`config.mk`:
```
export PLATFORM = sky130hd
export DESIGN_NAME = mic_clk_sequencer
export DESIGN_NICKNAME = d
export VERILOG_FILES = /design/src/rtl/mic_clk_pkg.sv /design/src/rtl/sync_2ff.sv /design/src/rtl/mic_clk_sequencer.sv
export SDC_FILE = /design/constraint.sdc
export NUM_CORES = 1
export LEC_CHECK = 0
export CELL_PAD_IN_SITES_DETAIL_PLACEMENT = 1
export CELL_PAD_IN_SITES_GLOBAL_PLACEMENT = 1
export CORE_AREA = 2 2 65 67
export DETAILED_ROUTE_END_ITERATION = 10
export DIE_AREA = 0 0 67 69
export PLACE_DENSITY_LB_ADDON = 0.1
export REMOVE_ABC_BUFFERS = 1
export SLEW_MARGIN = 30
export SYNTH_ARGS = -nofsm -noshare
export SYNTH_HDL_FRONTEND = slang
export SYNTH_SLANG_ARGS = --single-unit
```
`constraint.sdc`:
```
create_clock -name clk_in -period 5.6 [get_ports clk_in]
set_input_delay 0.84 -clock clk_in [delete_from_list [all_inputs] [get_ports clk_in]]
set_output_delay 0.84 -clock clk_in [all_outputs]
set_load 0.01 [all_outputs]
```
`src/rtl/mic_clk_pkg.sv`:
```
// Shared types and constants for the acoustic-camera clock/reset sequencer.
// Holds the controller state encoding, default divider ratios and a counter-width helper.
package mic_clk_pkg;

    typedef enum logic [2:0] {
        IDLE      = 3'd0,
        WAIT_LOCK = 3'd1,
        MIC_WAKE  = 3'd2,
        RUN       = 3'd3,
        FAULT     = 3'd4
    } state_t;

    localparam int DIV_MIC_DEF     = 30;
    localparam int WS_DIV_DEF      = 64;
    localparam int LOCK_STABLE_DEF = 1024;
    localparam int WAKE_FRAMES_DEF = 16;

    // Bits needed to hold 0..n-1; never less than one so a count of 1 still gets a register.
    function automatic int clog2(input int n);
        int w;
        w = 1;
        while ((1 << w) < n) begin
            w = w + 1;
        end
        return w;
    endfunction

endpackage

```
`src/rtl/sync_2ff.sv`:
```
// Two-flop synchroniser for level signals crossing into the local clock domain.
// Output lags the input by two clock edges; reset forces both stages low.
module sync_2ff #(
    parameter int WIDTH = 1
) (
    input  logic             clk,
    input  logic             rst,
    input  logic [WIDTH-1:0] d,
    output logic [WIDTH-1:0] q
);

    logic [WIDTH-1:0] meta;

    always_ff @(posedge clk) begin
        if (rst) begin
            meta <= '0;
            q    <= '0;
        end else begin
            meta <= d;
            q    <= meta;
        end
    end

endmodule

```
`src/rtl/mic_clk_sequencer.sv`:
```
// Clock/reset sequencer for the mic array: qualifies PLL lock, generates phase-locked
// mic bit clock and WS frame clock, and gates the datapath reset on whole-frame boundaries.
module mic_clk_sequencer
    import mic_clk_pkg::*;
#(
    parameter int DIV_MIC     = DIV_MIC_DEF,
    parameter int WS_DIV      = WS_DIV_DEF,
    parameter int LOCK_STABLE = LOCK_STABLE_DEF,
    parameter int WAKE_FRAMES = WAKE_FRAMES_DEF
) (
    input  logic   clk_in,
    input  logic   rst,
    input  logic   enable,
    input  logic   pll_lock,
    output logic   mic_clk,
    output logic   mic_rise_stb,
    output logic   ws,
    output logic   frame_stb,
    output logic   dp_rst,
    output logic   ready,
    output logic   lock_lost,
    output state_t state_dbg
);

    localparam int MIC_W  = clog2(DIV_MIC);
    localparam int BIT_W  = clog2(WS_DIV);
    localparam int STAB_W = clog2(LOCK_STABLE);
    localparam int FRM_W  = clog2(WAKE_FRAMES);

    localparam logic [MIC_W-1:0]  MIC_LAST  = MIC_W'(DIV_MIC - 1);
    localparam logic [MIC_W-1:0]  MIC_HALF  = MIC_W'(DIV_MIC / 2);
    localparam logic [BIT_W-1:0]  BIT_LAST  = BIT_W'(WS_DIV - 1);
    localparam logic [BIT_W-1:0]  BIT_HALF  = BIT_W'(WS_DIV / 2);
    localparam logic [STAB_W-1:0] STAB_LAST = STAB_W'(LOCK_STABLE - 1);
    localparam logic [FRM_W-1:0]  FRM_LAST  = FRM_W'(WAKE_FRAMES - 1);

    state_t              state;
    state_t              state_nxt;
    logic                lock_s;
    logic [MIC_W-1:0]    mic_cnt;
    logic [MIC_W-1:0]    mic_nxt;
    logic [BIT_W-1:0]    bit_cnt;
    logic [BIT_W-1:0]    bit_nxt;
    logic [STAB_W-1:0]   stab_cnt;
    logic [STAB_W-1:0]   stab_nxt;
    logic [FRM_W-1:0]    frm_cnt;
    logic [FRM_W-1:0]    frm_nxt;
    logic                mic_wrap;
    logic                frame_end;
    logic                run_cur;
    logic                run_nxt;
    logic                lost_set;

    sync_2ff #(
        .WIDTH (1)
    ) u_lock_sync (
        .clk (clk_in),
        .rst (rst),
        .d   (pll_lock),
        .q   (lock_s)
    );

    assign state_dbg = state;

    // Next-state and counter logic.
    always_comb begin
        state_nxt = state;
        stab_nxt  = '0;
        frm_nxt   = '0;
        lost_set  = 1'b0;
        mic_nxt   = '0;
        bit_nxt   = '0;
        mic_wrap  = (mic_cnt == MIC_LAST);
        frame_end = mic_wrap && (bit_cnt == BIT_LAST);
        run_cur   = (state == MIC_WAKE) || (state == RUN);

        case (state)
            IDLE: begin
                if (enable) begin
                    state_nxt = WAIT_LOCK;
                end
            end
            WAIT_LOCK: begin
                if (!enable) begin
                    state_nxt = IDLE;
                end else if (lock_s) begin
                    if (stab_cnt == STAB_LAST) begin
                        state_nxt = MIC_WAKE;
                    end else begin
                        stab_nxt = stab_cnt + 1'b1;
                    end
                end
            end
            MIC_WAKE: begin
                frm_nxt = frm_cnt;
                // Lock loss outranks a stop request so the fault is always recorded.
                if (!lock_s) begin
                    state_nxt = FAULT;
                    lost_set  = 1'b1;
                end else if (!enable) begin
                    state_nxt = IDLE;
                end else if (frame_end) begin
                    if (frm_cnt == FRM_LAST) begin
                        state_nxt = RUN;
                        frm_nxt   = '0;
                    end else begin
                        frm_nxt = frm_cnt + 1'b1;
                    end
                end
            end
            RUN: begin
                if (!lock_s) begin
                    state_nxt = FAULT;
                    lost_set  = 1'b1;
                end else if (!enable && frame_end) begin
                    state_nxt = IDLE;
                end
            end
            FAULT: begin
                state_nxt = WAIT_LOCK;
            end
            default: begin
                state_nxt = IDLE;
            end
        endcase

        run_nxt = (state_nxt == MIC_WAKE) || (state_nxt == RUN);

        // Dividers free-run only while staying in a clocked state; entry starts at 0/0.
        if (run_cur && run_nxt) begin
            mic_nxt = mic_wrap ? '0 : mic_cnt + 1'b1;
            if (mic_wrap) begin
                bit_nxt = (bit_cnt == BIT_LAST) ? '0 : bit_cnt + 1'b1;
            end else begin
                bit_nxt = bit_cnt;
            end
        end
    end

    // Outputs are registered from the next counter values so they line up with the counters.
    always_ff @(posedge clk_in) begin
        if (rst) begin
            state        <= IDLE;
            mic_cnt      <= '0;
            bit_cnt      <= '0;
            stab_cnt     <= '0;
            frm_cnt      <= '0;
            mic_clk      <= 1'b0;
            mic_rise_stb <= 1'b0;
            ws           <= 1'b0;
            frame_stb    <= 1'b0;
            dp_rst       <= 1'b1;
            ready        <= 1'b0;
            lock_lost    <= 1'b0;
        end else begin
            state        <= state_nxt;
            mic_cnt      <= mic_nxt;
            bit_cnt      <= bit_nxt;
            stab_cnt     <= stab_nxt;
            frm_cnt      <= frm_nxt;
            mic_clk      <= run_nxt && (mic_nxt < MIC_HALF);
            mic_rise_stb <= run_nxt && (mic_nxt == '0);
            ws           <= run_nxt && (bit_nxt < BIT_HALF);
            frame_stb    <= run_nxt && (mic_nxt == '0) && (bit_nxt == '0);
            dp_rst       <= (state_nxt != RUN);
            ready        <= (state_nxt == RUN);
            if (lost_set) begin
                lock_lost <= 1'b1;
            end
        end
    end

endmodule

```
; Word level (Yosys, flattened, before mapping)
; Cells that the tools add are included.
[classes]
addsub = 4
order_cmp = 2
n_eq_ne = 11
n_mux = 19
bitwise = 4
n_reduce_logical = 17
[ops]
columns = cell, count
row1 = $mux 3, 10
row2 = $mux 6, 3
row3 = $pmux 3 s5, 1
row4 = $eq 3x2->1 const B, 4
row5 = $add 10x1->10 const B, 1
row6 = $eq 10x10->1 const B, 1
row7 = $mux 5, 2
row8 = $logic_and 1x1->1, 7
row9 = $add 6x1->6 const B, 1
row10 = $eq 6x6->1 const B, 1
row11 = $logic_not 6->1, 1
row12 = $lt 6x6->1 const B, 1
row13 = $add 5x1->5 const B, 1
row14 = $eq 5x5->1 const B, 1
row15 = $logic_not 5->1, 1
row16 = $lt 5x4->1 const B, 1
row17 = $reduce_or 5->1, 1
row18 = $add 4x1->4 const B, 1
row19 = $eq 4x4->1 const B, 1
row20 = $mux 4, 1
row21 = $not 1->1, 4
row22 = $reduce_or 2->1, 2
row23 = $eq 3x1->1 const B, 1
row24 = $eq 3x3->1 const B, 1
row25 = 6 further kinds, 8
[totals]
regBits = 37
in_bits = 4
wordCells = 71

; Depth between registers and ports, before layout
; Gate-level depths: netlist of run 1.
[depth]
ltp_word = 13
mapped_depth = 8
ltp_nobuf = 7

; Modules after synthesis
; Synthesis of run 1 repeated with hierarchy kept, for this count alone.
[hier_totals]
hier_cells = 200
hier_area_um2 = 1764.2
[modules_own_cells]
columns = module, n_inst, cells_per_inst, area_per_inst_um2, seq_area_each_um2
row1 = mic_clk_sequencer, 1, 196, 1711.6, 700.7
row2 = sync_2ff, 1, 4, 52.6, 40.0

; Least setup slack after synthesis of run 1
; No wires, ideal clock.
[synth_timing]
kind = in2reg
start = input enable
end = register mic_cnt[2]
setup_ns = 0.064
t_arrival_ns = 2.005
required_ns = 5.536
path_slack_ns = 3.531
path_stages = 6
n_path_buf = 1
cell_sequence = clkbuf_1 nand3b_1 nand2b_1 a311o_1 nand2b_1 nor2_1
[synth_between]
elab_chain_cells = 9
word_cells_on_any_way = 14
classes_between = 2 x eq/ne / 8 x mux / 4 x reduce/logical
[synth_rtl]
columns = item, line_no
row1 = "start, declared", mic_clk_sequencer.sv:13  ; input logic enable,
row2 = $logic_not 1->1, mic_clk_sequencer.sv:115  ; end else if (!enable && frame_end) begin
row3 = $logic_and 1x1->1, mic_clk_sequencer.sv:115
row4 = $mux 3, mic_clk_sequencer.sv:115
row5 = $mux 3, mic_clk_sequencer.sv:112  ; if (!lock_s) begin
row6 = $pmux 3 s5 (*), mic_clk_sequencer.sv:77  ; case (state)
row7 = $eq 3x2->1, mic_clk_sequencer.sv:127  ; run_nxt = (state_nxt == MIC_WAKE) || (state_nxt == RUN);
row8 = $logic_or 1x1->1 (*), mic_clk_sequencer.sv:127
row9 = $logic_and 1x1->1 (*), mic_clk_sequencer.sv:130  ; if (run_cur && run_nxt) begin
row10 = $mux 5 (*), mic_clk_sequencer.sv:130
row11 = "end signal, assigned", mic_clk_sequencer.sv:157  ; mic_cnt <= mic_nxt;
row12 = "end, declared", mic_clk_sequencer.sv:40  ; logic [MIC_W-1:0] mic_cnt;
; Every way passes the cells marked *; elsewhere a longest branch is shown, timed or not.
; A chain may end at the register's enable or synchronous reset.

; Final worst setup path of run 1
[layout_timing]
start = input enable
end = register mic_cnt[3]
; Same word-level chain as after synthesis.

==> results of run 1 <==
critical path, cell delays in order:
cell and delay [ns]:
clkdlybuf4s50_1 0.62, nand3b_1 0.18, nand4b_1 0.22, a311o_1 0.38, nand2b_1 0.25, nor2_1 0.12
how the worst max path moves through the flow:
stage | from | to | depth (start not counted)
floorplan | mic_cnt[0] | frame_stb | 6
global placement | enable | mic_cnt[2] | 6
detailed placement | enable | mic_cnt[3] | 6
CTS | enable | mic_cnt[3] | 6
global route | enable | mic_cnt[2] | 6
finish | enable | mic_cnt[3] | 6
state kept, by name (all words and copies together), names as in the netlist, 3 cells and up:
register,count
bit_cnt,6
frm_cnt,4
state_dbg,3
stab_cnt,10
mic_cnt,5
logic make-up (layout without fill, tap and decap cells):
kind of cell / after synthesis / in the layout
AOI/OAI and AO/OA: 27 / 27
xor gates and xnor gates: 17 / 17
adders and majority gates: 5 / 5
buffers and inverters: 14 / 26
DFF: 37 / 37
muxes: 3 / 3
and+or+nand+nor: 98 / 98
cells in the mapped netlist (2+ instances only):
master / number / area, sq um
a211oi_1: 2 / 15.0
a21oi_1: 3 / 15.0
a41oi_1: 2 / 17.5
and3_1: 3 / 18.8
and3b_1: 2 / 17.5
and4_1: 4 / 35.0
buf_2: 4 / 20.0
clkbuf_1: 5 / 18.8
dfxtp_1: 37 / 741
ha_1: 5 / 62.6
inv_1: 5 / 18.8
mux2i_1: 3 / 30.0
nand2_1: 12 / 45.0
nand2b_1: 4 / 25.0
nand3_1: 10 / 50.1
nand4_1: 5 / 31.3
nor2_1: 34 / 128
nor2b_1: 6 / 37.5
nor3_1: 7 / 35.0
o211a_1: 3 / 30.0
o21a_1: 2 / 15.0
o21ai_0: 3 / 15.0
or2_1: 2 / 12.5
xnor2_1: 5 / 43.8
xor2_1: 12 / 105
area by class of cell:
| cell class | instances | share of cell area |
|---|---|---|
| clock inverters | 3 | 0.0225 |
| flip-flops and latches | 37 | 0.360 |
| multi-input cells | 150 | 0.482 |
| repair buffers | 13 | 0.0632 |
| clock buffers | 5 | 0.0334 |
| well taps | 50 | 0.0304 |
| inverters | 5 | 0.00911 |
layer usage:
layer,share of wire,wire length [um],vias to the layer above
met5,0,0,-
met4,0.0059,24,0
met3,0.021,85,2
met2,0.52,2140,11
met1,0.45,1840,676
li1,-,-,728
through the flow:
| stage | hold WS (ns) | setup WS [ns] |
|---|---|---|
| 2_1_floorplan | 0.414 | 3.75 |
| 3_3_place_gp | 0.423 | 3.02 |
| 3_5_place_dp | 0.439 | 2.95 |
| 4_1_cts | 0.455 | 3.24 |
| 5_1_grt | 0.473 | 3.11 |
| 6_report | 0.451 | 3.21 |
power groups by stage:
stage	Clock (mW)	Combinational [mW]	Sequential (mW)
6_report	0.230	0.00971	0.266
5_1_grt	0.251	0.0105	0.266
4_1_cts	0.238	0.00979	0.266
3_5_place_dp	0	0.00963	0.272
3_3_place_gp	0	0.00941	0.272
2_1_floorplan	0	0.00413	0.272
==> summary.txt, run 1 <==
Die
  • Die height: 69 um
  • Rows: 23
  • Effective utilization at floorplan: 0.457
  • Core area: 3910 sq um
  • Die area: around 4600 sq um
  • Width of the die: 67 um
  • # IOs: 14

Synth
  • Main synth FF type: dfxtp_1
  • Synth Area in XOR/XNOR: 0.0832
  • Area fraction in compound gates after synthesis: 0.121
  • FFs w/ async S/R, synth: 0
  • #FFs+latches synth: 37
  • Post-Syn Area: 1790 sq um
  • Yosys cell types: 46
  • Seq/Total Area, Yosys: 0.414
  • Simple-gate share of the synthesized area: 0.298
  • Syn avg cell area: 8.91 sq um
  • Main combinational cell family by area after synthesis: simple AND/OR/NAND/NOR gates
  • Post-Synth Adder-Cell Area: 0.0349
  • YS warnings: 0
  • Syn Inst Count: 201
  • EDFF count, synth: 0
  • Post-synthesis mux area share: 0.0168

Global route
  • Vias in the first global route: 1480
  • Most Crowded Layer GR: met2
  • Wire length of the first global-routing pass: 7.00 mm
  • Met1 GRT Util: 0.239
  • Grt met2 use: 0.332
  • Grt total ovfl: 0
  • Tot GR Track Use: 0.195
  • Initial antenna violation count: 0
  • Met3 Use GR: 0.0489
  • Largest net degree at the start of global routing: 14

Timing
  • Slew headroom: 0.712
  • Setup repair after global routing missed its margin: false
  • Final setup fails: 0
  • Final Max Tran Viols: 0
  • Setup_tns: 0 ns
  • Final Cycle Share: 0.426
  • Fmax: approximately 0.42 GHz
  • Slew @ Worst Pin: between 0.4 and 0.5 ns
  • Period minus WS final: 2.39 ns
  • Clock Skew: 0.00851 ns
  • Endpoints failing hold: 0

Power and ir drop
  • Switching pwr: 0.104 mW
  • Pwr dens: 246 nW/um^2
  • Logic pwr share: 0.019
  • Power Total: between 0.5 and 0.6 mW
  • Sw Share: 0.206
  • Leak: about 0.75 nW
  • Clock power frac: 0.455
  • Flop pwr share: 0.525
  • Peak supply drop: approximately 0.14 mV
  • Int Power: 0.402 mW

Critical path
  • Reg2reg end: mic_cnt[3]
  • CP Launch Type: primary input
  • WP data required: 5.83 ns
  • Crit Path Max Fanout: 7
  • Worst R2R Start: mic_cnt[0]
  • Critical Path End Type: register
  • R2r worst-path depth: 6
  • WP data arrival: 2.61 ns
  • Worst reg2reg setup slack: 3.50 ns
  • Crit Path Class: in2reg

Cells and area
  • Area occupied by multi-input gates: roughly 990 sq um
  • Ant diodes: 0
  • Post-route cell area: between 2000 and 2500 sq um
  • Most common cell after layout, fill and taps aside: dfxtp_1
  • Commonest non-fill, non-tap cells in the layout: dfxtp_1 (37), nor2_1 (34), clkdlybuf4s50_1 (13)
  • Final Util: 0.526
  • Fin nets: 221
  • Layout cell share with drive strength beyond 1: 0.0657
  • Area grow syn2layout: 15.0%
  • Sequential Area: 741 sq um
  • Fin cells: between 200 and 300
  • Fillers: 481

Clock tree
  • Number of setup buffers added after CTS: 0
  • CTS Hold Bufs: 0
  • CTS tree: done
  • Root buf cell: clkbuf_8
  • Total CTS buffers: 5
  • Sink Count: 37
  • Clock Latency Late Sink: ~0.29 ns
  • Clock slew at reported path FFs: 0.08 ns
  • Post-CTS Resized: 0
  • Clk buf depth: 2
  • H-Tree Depth: 2

Route
  • DRT antenna net count: 0
  • Via density: around 5.4
  • Wire per inst: 15.5 um
  • DR pass1 iterations: 4
  • DR DRC count: 0
  • Final wirelength: about 4.1 mm
  • Total number of vias: around 1400
  • Initial drt markers: 53

Run status
  • Status: finished clean

Placed design
  • Placed Instances: 255
  • Post-DP HPWL: 2.98 mm
  • Area of placed instances: 1940 sq um
  • Port bufs: 13
  • GP Congestion: 0.794

Hold path
  • Hold Path Depth: 1
  • Hold_sp: u_lock_sync.meta
  • Hold Crit Endpoint: u_lock_sync.q
  • Worst Hold Class: reg2reg

Flow run
  • Max cap viols: 0
No activity file was read; power rests on OpenSTA's default activity.
==> inputs of run 2 (changes only) <==
Settings changed: CORE_AREA 2 2 65 67 to 2 2 67 69, DIE_AREA 0 0 67 69 to 0 0 69 71.
Clock period 5.6 ns to 2.3 ns, I/O delays scaled along.
==> run 2 against run 1 <==
Effect of this change:
- count of clock-buffer cells in the layout unchanged
- sequential power rose by 140%
- sequential cell count unchanged
- critical path depth did not move
- critical endpoint is now mic_cnt[2]
- largest cell class unchanged
==> summary.txt, run 2 (synthesized netlist as in run 1, its figures left out) <==
Run status
  • Status: finished clean (unchanged)

Placed design
  • Post-DP HPWL: 3.14 mm (was 2.98 mm)
  • GP Congestion: 0.820 (was 0.794)
  • Dpl ws: 0.128 ns (was 2.95 ns)
  • Port bufs: 13 (unchanged)
  • Placed Instances: 261 (was 255)

Power and ir drop
  • Peak supply drop: 0.244 mV (was 0.143 mV)
  • Leak: 0.764 nW (was 0.752 nW)
  • Pwr dens: 550 nW/um^2 (was 246 nW/um^2)

Die
  • Rows: 24 (was 23)
  • # IOs: 14 (unchanged)
  • Die area: 4900 sq um (was 4620 sq um)
  • Width of the die: 69 um (was 67 um)
  • Die height: 71 um (was 69 um)
  • Effective utilization at floorplan: 0.426 (was 0.457)
  • Core area: 4200 sq um (was 3910 sq um)

Clock tree
  • Total CTS buffers: 5 (unchanged)
  • Root buf cell: clkbuf_8 (unchanged)
  • Clock slew at reported path FFs: 0.08 ns (about the same)
  • H-Tree Depth: 2 (unchanged)
  • CTS tree: done (unchanged)
  • Post-CTS Resized: 0 (unchanged)
  • CTS Hold Bufs: 0 (unchanged)
  • Number of setup buffers added after CTS: 0 (unchanged)
  • Sink Count: 37 (unchanged)
  • Clk buf depth: 2 (unchanged)
  • Clock Latency Late Sink: 0.30 ns (was 0.29 ns)

Timing
  • Hold_ws: 0.466 ns (was 0.451 ns)
  • Final Cycle Share: 0.890
  • Clock Skew: 0.00756 ns (was 0.00851 ns)
  • Slew @ Worst Pin: 0.421 ns (was 0.430 ns)
  • Setup repair after global routing missed its margin: false (unchanged)
  • Final Max Tran Viols: 0 (unchanged)
  • Setup_tns: 0 ns (unchanged)
  • Endpoints failing hold: 0 (unchanged)
  • PnR worst setup slack: 0.252 ns (was 3.21 ns)
  • Slew headroom: 0.718 (was 0.712)
  • Period minus WS final: 2.05 ns
  • Final setup fails: 0 (unchanged)
  • Fmax: 0.488 GHz

Cells and area
  • Area occupied by multi-input gates: 992 sq um (unchanged)
  • Fin cells: 269 (was 263)
  • Layout cell share with drive strength beyond 1: 0.0829 (was 0.0657)
  • Commonest non-fill, non-tap cells in the layout: dfxtp_1 (37), nor2_1 (34), clkdlybuf4s50_1 (13) (unchanged)
  • Fillers: 488 (was 481)
  • Max reg flops: 10 (unchanged)
  • Area grow syn2layout: 15.5% (was 15.0%)
  • Largest Register: stab_cnt (unchanged)
  • Ant diodes: 0 (unchanged)
  • Largest regs: stab_cnt x10, bit_cnt x6, mic_cnt x5 (unchanged)
  • Fin nets: 225 (was 221)
  • Sequential Area: 741 sq um (unchanged)
  • Most common cell after layout, fill and taps aside: dfxtp_1 (unchanged)

Global route
  • Largest net degree at the start of global routing: 14 (unchanged)
  • Tot GR Track Use: 0.185 (was 0.195)
  • Initial antenna violation count: 0 (unchanged)
  • Wire length of the first global-routing pass: 7.25 mm (was 7.00 mm)
  • Grt total ovfl: 0 (unchanged)
  • Vias in the first global route: 1514 (was 1480)

Critical path
  • Critical Path End Type: register (unchanged)
  • WP data arrival: 2.24 ns (was 2.61 ns)
  • Crit Path Max Fanout: 7 (unchanged)
  • WP data required: 2.49 ns (was 5.83 ns)
  • CP Launch Type: register (was primary input)
  • R2r worst-path depth: 6 (unchanged)
  • Crit Path Class: reg2reg (was in2reg)

Route
  • Total number of vias: 1485 (was 1417)
  • DR pass1 iterations: 4 (unchanged)
  • Final wirelength: 4.22 mm (was 4.08 mm)
  • DR DRC count: 0 (unchanged)
  • DRT antenna net count: 0 (unchanged)
  • Initial drt markers: 21 (was 53)
  • Via density: 5.52 (was 5.39)
  • Wire per inst: 15.7 um (was 15.5 um)

Flow run
  • Max cap viols: 0 (unchanged)

Hold path
  • Worst Hold Class: reg2reg (unchanged)
  • Hold Path Depth: 1 (unchanged)
[run 2: cell types whose count changed in the layout (fill, tap and decap cells not counted)]
cell        delta
buf_4          +4
bufinv_16      -1
clkinv_2       +1
clkinv_4       +1
clkinvlp_4     -1
[run 2: metrics by stage]
step / total power [mW] / area [sq um] / utilization
floorplan: 0.671 / 1750 / -
global placement: 0.686 / 1980 / 0.470
detailed placement: 0.687 / 1980 / 0.470
CTS: 1.16 / 2070 / 0.492
global route: 1.18 / 2070 / 0.492
finish: 1.14 / 2070 / 0.492
[run 2: layout make-up]
class / count / share of cell area
Clock inverter: 3 / 0.0109
Sequential cell: 37 / 0.358
Inverter: 5 / 0.00907
Timing Repair Buffer: 17 / 0.0774
Clock buffer: 5 / 0.0333
Tap cell: 52 / 0.0315
Multi-Input combinational cell: 150 / 0.480
[run 2: power breakdown]
| part | switching, mW | internal, mW |
|---|---|---|
| combinational | 0.0124 | 0.0126 |
| sequential | 0.00470 | 0.643 |
| clock | 0.251 | 0.215 |
[run 2: worst max-delay path, stage by stage (launching register included)]
cell	delay, ns
dfxtp_1	0.44
ha_1	0.25
nand4_4	0.17
o41ai_2	0.41
a311o_1	0.37
nand2b_1	0.24
nor2_1	0.06
[run 2: layer usage]
metal / global-route usage / vias to the layer above / routed length, um
li1: - / 741 / -
met4: 0.0697 / 0 / 88
met2: 0.314 / 16 / 2120
met5: 0 / - / 0
met1: 0.225 / 719 / 1910
met3: 0.0484 / 9 / 98
[run 2: worst paths after layout]
kind / start / to / slack (ns)
worst max-delay path: mic_cnt[0] / mic_cnt[2] / 0.25
worst min-delay path: u_lock_sync.meta / u_lock_sync.q / 0.47
worst max register to register: mic_cnt[0] / mic_cnt[2] / 0.25
worst min register to register: u_lock_sync.meta / u_lock_sync.q / 0.47
